[src/rtl/pc_fetch.sv]
// Program counter / fetch sequencer feeding the branch-target LUT (IDLE -> RUN -> HALT).
// Optional PC_FETCH_CYCLE_COUNT_EN adds a saturating RUN-cycle counter output.
module pc_fetch #(
    parameter int PC_W     = 16,
    parameter int LUT_AW   = 8,
    parameter int RESET_PC = 0
) (
    input  logic              clk,
    input  logic              reset,
    input  logic              start,
    input  logic              stall,
    input  logic              halt_req,
    input  logic              branch_en,
    input  logic              branch_cond,
    input  logic [LUT_AW-1:0] branch_idx,
    output logic [LUT_AW-1:0] lut_addr,
    input  logic [PC_W-1:0]   lut_target,
    output logic [PC_W-1:0]   pc,
    output logic              fetch_valid,
    output logic              busy,
    output logic              done
`ifdef PC_FETCH_CYCLE_COUNT_EN
    ,
    output logic [31:0]       cycle_count
`endif
);

    typedef enum logic [1:0] {
        S_IDLE = 2'd0,
        S_RUN  = 2'd1,
        S_HALT = 2'd2
    } state_t;

    localparam logic [PC_W-1:0] PC_RST = PC_W'(RESET_PC);
    localparam logic [PC_W-1:0] PC_ONE = PC_W'(1);

    state_t          state_q, state_d;
    logic [PC_W-1:0] pc_q, pc_d;
    logic            done_q, done_d;

    assign lut_addr    = branch_idx;
    assign pc          = pc_q;
    assign busy        = (state_q == S_RUN);
    assign fetch_valid = (state_q == S_RUN);
    assign done        = done_q;

    always_comb begin
        state_d = state_q;
        pc_d    = pc_q;
        done_d  = 1'b0;
        unique case (state_q)
            S_IDLE, S_HALT: begin
                if (start) begin
                    state_d = S_RUN;
                    pc_d    = PC_RST;
                end
            end
            S_RUN: begin
                // Stall masks halt/branch; they are re-evaluated once it drops.
                if (stall) begin
                    pc_d = pc_q;
                end else if (halt_req) begin
                    state_d = S_HALT;
                    done_d  = 1'b1;
                end else if (branch_en && branch_cond) begin
                    pc_d = lut_target;
                end else begin
                    pc_d = pc_q + PC_ONE;
                end
            end
            default: begin
                state_d = S_IDLE;
                pc_d    = PC_RST;
            end
        endcase
    end

    always_ff @(posedge clk) begin
        if (reset) begin
            state_q <= S_IDLE;
            pc_q    <= PC_RST;
            done_q  <= 1'b0;
        end else begin
            state_q <= state_d;
            pc_q    <= pc_d;
            done_q  <= done_d;
        end
    end

`ifdef PC_FETCH_CYCLE_COUNT_EN
    logic [31:0] cnt_q, cnt_d;

    always_comb begin
        cnt_d = cnt_q;
        if (state_q == S_RUN) begin
            if (cnt_q != 32'hFFFF_FFFF) cnt_d = cnt_q + 32'd1;
        end else if (start) begin
            cnt_d = 32'd0;
        end
    end

    always_ff @(posedge clk) begin
        if (reset) cnt_q <= 32'd0;
        else       cnt_q <= cnt_d;
    end

    assign cycle_count = cnt_q;
`endif

endmodule
[config.mk]
export PLATFORM = sky130hd
export DESIGN_NAME = pc_fetch
export DESIGN_NICKNAME = d
export VERILOG_FILES = /design/src/rtl/pc_fetch.sv
export SDC_FILE = /design/constraint.sdc
export NUM_CORES = 1
export LEC_CHECK = 0
export CORE_MARGIN = 2
export CORE_UTILIZATION = 36
export CTS_CLUSTER_DIAMETER = 40
export DETAILED_ROUTE_END_ITERATION = 7
export PLACE_DENSITY = 0.75
export SKIP_CTS_REPAIR_TIMING = 1
export SLEW_MARGIN = 40
export SYNTH_ARGS = -nofsm -noshare
export SYNTH_HDL_FRONTEND = slang
export SYNTH_SLANG_ARGS = --single-unit
export TNS_END_PERCENT = 100
[constraint.sdc]
create_clock -name clk -period 1.5 [get_ports clk]
set_input_delay 0.3 -clock clk [delete_from_list [all_inputs] [get_ports clk]]
set_output_delay 0.3 -clock clk [all_outputs]
set_load 0.05 [all_outputs]
==> summary.md <==
| Metric | Value |
|---|---|
| CP max FO | 6 |
| Avg WL per Cell | approximately 14 µm |
| Synth area leaders | dfxtp_1, o2bb2ai_1, buf_4 |
| Ys async rst share | 0% |
| Fin crit period | roughly 1.6 ns |
| Most common library cells after synthesis | dfxtp_1, buf_4, o2bb2ai_1 |
| Final period utilization | 108.3% |
| Worst Hold Class | in -> reg |
| Total power | 0.001043 W |
| First-pass GRT wire length | 5630 µm |
| Routability cong. | 0.8457 |
| LEAKAGE | 0.8563 nW |
| DR vias | 1347 |
| Initial Utilization | between 30% and 40% |
| Total area of sequential cells | 435.4 µm² |
| Layout Area Growth over Synthesis | 84.77% |
| Most frequent cell after synthesis | dfxtp_1 |
| Fin nets | 241 |
| CP Launch Type | register |
| Worst endpoint required time | about 1.2 ns |
| Worst slack at placement | -0.3704 ns |
| Ys Warns | 0 |
| Vias per inst | 5.303 |
| Failing checks | setup timing |
| Synthesized cell area | 1207 µm² |
| Total CTS buffers | 3 |
| CTS tree | yes |
| Worst vdd ir | 411.3 µV |
| Residual DRC | 0 |
| Share of the synthesized area in the top cell type | 31.50% |
| Grt ovf | 0 |
| Clock sinks | 19 |
| WP data arrival | roughly 1.3 ns |
| Core Util, Final | 67.92% |
| Die area | 3833 µm² |
| Maxcap violations | 0 |
| Status | finished, violations left |
| Worst-margin pin slew | 0.4105 ns |
| Gr busiest metal | met2 |
| Setup CP Type | reg -> out |
| RSZ-0062 raised after global routing | yes |
| Final Slew Violations | 0 |
| Pre-antenna DRT Iters | 4 |
| Detail Route Antenna Nets | 0 |
| Largest net degree at the start of global routing | 20 |
| Top_reg_cell synth | dfxtp_1 |
| Met2 Track Usage GR | 32.48% |
| Synth Register Bits | 19 |
| Root Driver | clkbuf_4 |
| Fmax | 0.6154 GHz |
| Die Height | between 60 and 70 µm |
| Setup WS post-layout | -0.1250 ns |
| Hold Slack | 0.3195 ns |
| Port bufs | 41 |
| Setup Skew | 0.002361 ns |
| Layout cells sized above 1 | 43.27% |
| Htree depth | 1 |
| Final setup viols | 11 |
| Post-Route WL | 3662 µm |
| CORE AREA | 3284 µm² |
| Pwr Density | approximately 470 nW/µm² |
| Die width | 61.91 µm |
| Initial antenna violation count | 0 |
| Synthesized instance count | about 150 |
| Clock Path Buffers | 2 |
| GRT Util Overall | 19.27% |
| Synth area leader | dfxtp_1 |
| Netlist cell types | between 40 and 50 |
| Post-DP HPWL | around 2800 µm |
| Met1 Usage GRT | a little under a quarter |
| Final hold violation count | 0 |
| Net Count, Synth | 177 |
| # diodes | 0 |
| Fillcell total | 250 |
| Number of DRC markers in iteration 0 | 63 |
| Critical path endpoint category | output pin |
| Slew headroom | 72.38% |
| # rows | 21 |
| Number of global-route vias before repair | 1282 |
| Sequential area share after synthesis | 31.50% |
| Grt met3 use | approximately 4.6% |
| Avg Cell Area, Syn | 8.327 µm² |
| Post-synth EDFFs | 0 |
| Reg clk slew, reported paths | between 0.1 and 0.15 ns |
| Area of the multi-input gates | 787.0 µm² |
| Skew-Pair Late Insertion Delay | just under 0.3 ns |
| I/O pin cnt | 58 |
per-layer routing:
layer  vias to the layer above  wire (µm)
met4                         0         37
met2                        45       1874
met1                       628       1529
met5                         -          0
li1                        668          -
met3                         6        221
final timing paths:
| check | to | from | slack, ns | cells after the start |
|---|---|---|---|---|
| max | fetch_valid | state_q[0] | -0.13 | 4 |
| min | state_q[0] | reset | 0.32 | 3 |
| max reg2reg | pc[13] | pc[12] | -0.04 | 4 |
| min reg2reg | pc[14] | pc[14] | 0.59 | 1 |
cell type report:
class	instances	area share [%]
clock buffers	4	1.178
flip-flops and latches	19	19.52
repair buffers	75	39.93
inverters	8	1.514
well taps	46	2.580
multi-input cells	102	35.28
metrics by stage:
stage | TNS, ns | std cells | cell area, µm²
6_report | -0.4579 | 254 | 2231
5_1_grt | -1.181 | 254 | 2231
4_1_cts | -0.5519 | 252 | 2162
3_5_place_dp | -4.828 | 248 | 2136
3_3_place_gp | -3.700 | 248 | 2136
2_1_floorplan | -0.07630 | 145 | 1323
logic make-up (layout without fill, tap and decap cells):
kind of cell	Yosys count	after routing	share of synthesized area, %
mux	5	5	4.249
xor+xnor	1	1	0.7255
flops	19	19	31.50
buf+inv	24	87	10.57
compound gates	39	39	24.97
fa+ha+maj	1	1	1.036
simple gates	56	56	26.94
worst max-delay path, cell delays in order, from the launching register on:
cell        delay (ns)
dfxtp_4           0.38
or2b_1            0.26
buf_6             0.13
clkinvlp_4        0.11
buf_12            0.14
power by group:
part	switching (W)	internal, W	leakage [nW]
clock network	0.000157	0.000103	0.0150
logic	0.000126	0.000158	0.676
registers	0.00000946	0.000490	0.166
state kept, by name, indices dropped and copies added (netlist names):
register and cells:
done 1, pc 16, state_q 2
layout by cell type (no fill, tap or decap), types with 3 or more instances in the layout:
| master | synthesis | final |
|---|---|---|
| or3_1 | 4 | 4 |
| a221o_2 | 3 | 3 |
| dfxtp_1 | 19 | 3 |
| clkdlybuf4s50_1 | 0 | 19 |
| buf_4 | 9 | 29 |
| o2bb2ai_1 | 9 | 9 |
| clkbuf_4 | 0 | 3 |
| nor4_1 | 7 | 4 |
| buf_6 | 0 | 4 |
| dfxtp_4 | 0 | 14 |
| nor3_1 | 6 | 5 |
| a21oi_1 | 7 | 7 |
| a22oi_1 | 4 | 4 |
| nand3_1 | 7 | 7 |
| buf_12 | 0 | 20 |
| o31a_1 | 3 | 3 |
| nand2_1 | 6 | 5 |
| o22ai_1 | 5 | 5 |
| mux2i_1 | 4 | 4 |
| inv_1 | 8 | 7 |
| nor2_1 | 8 | 8 |
| dlymetal6s2s_1 | 0 | 3 |
No activity file was read; power rests on OpenSTA's default activity.
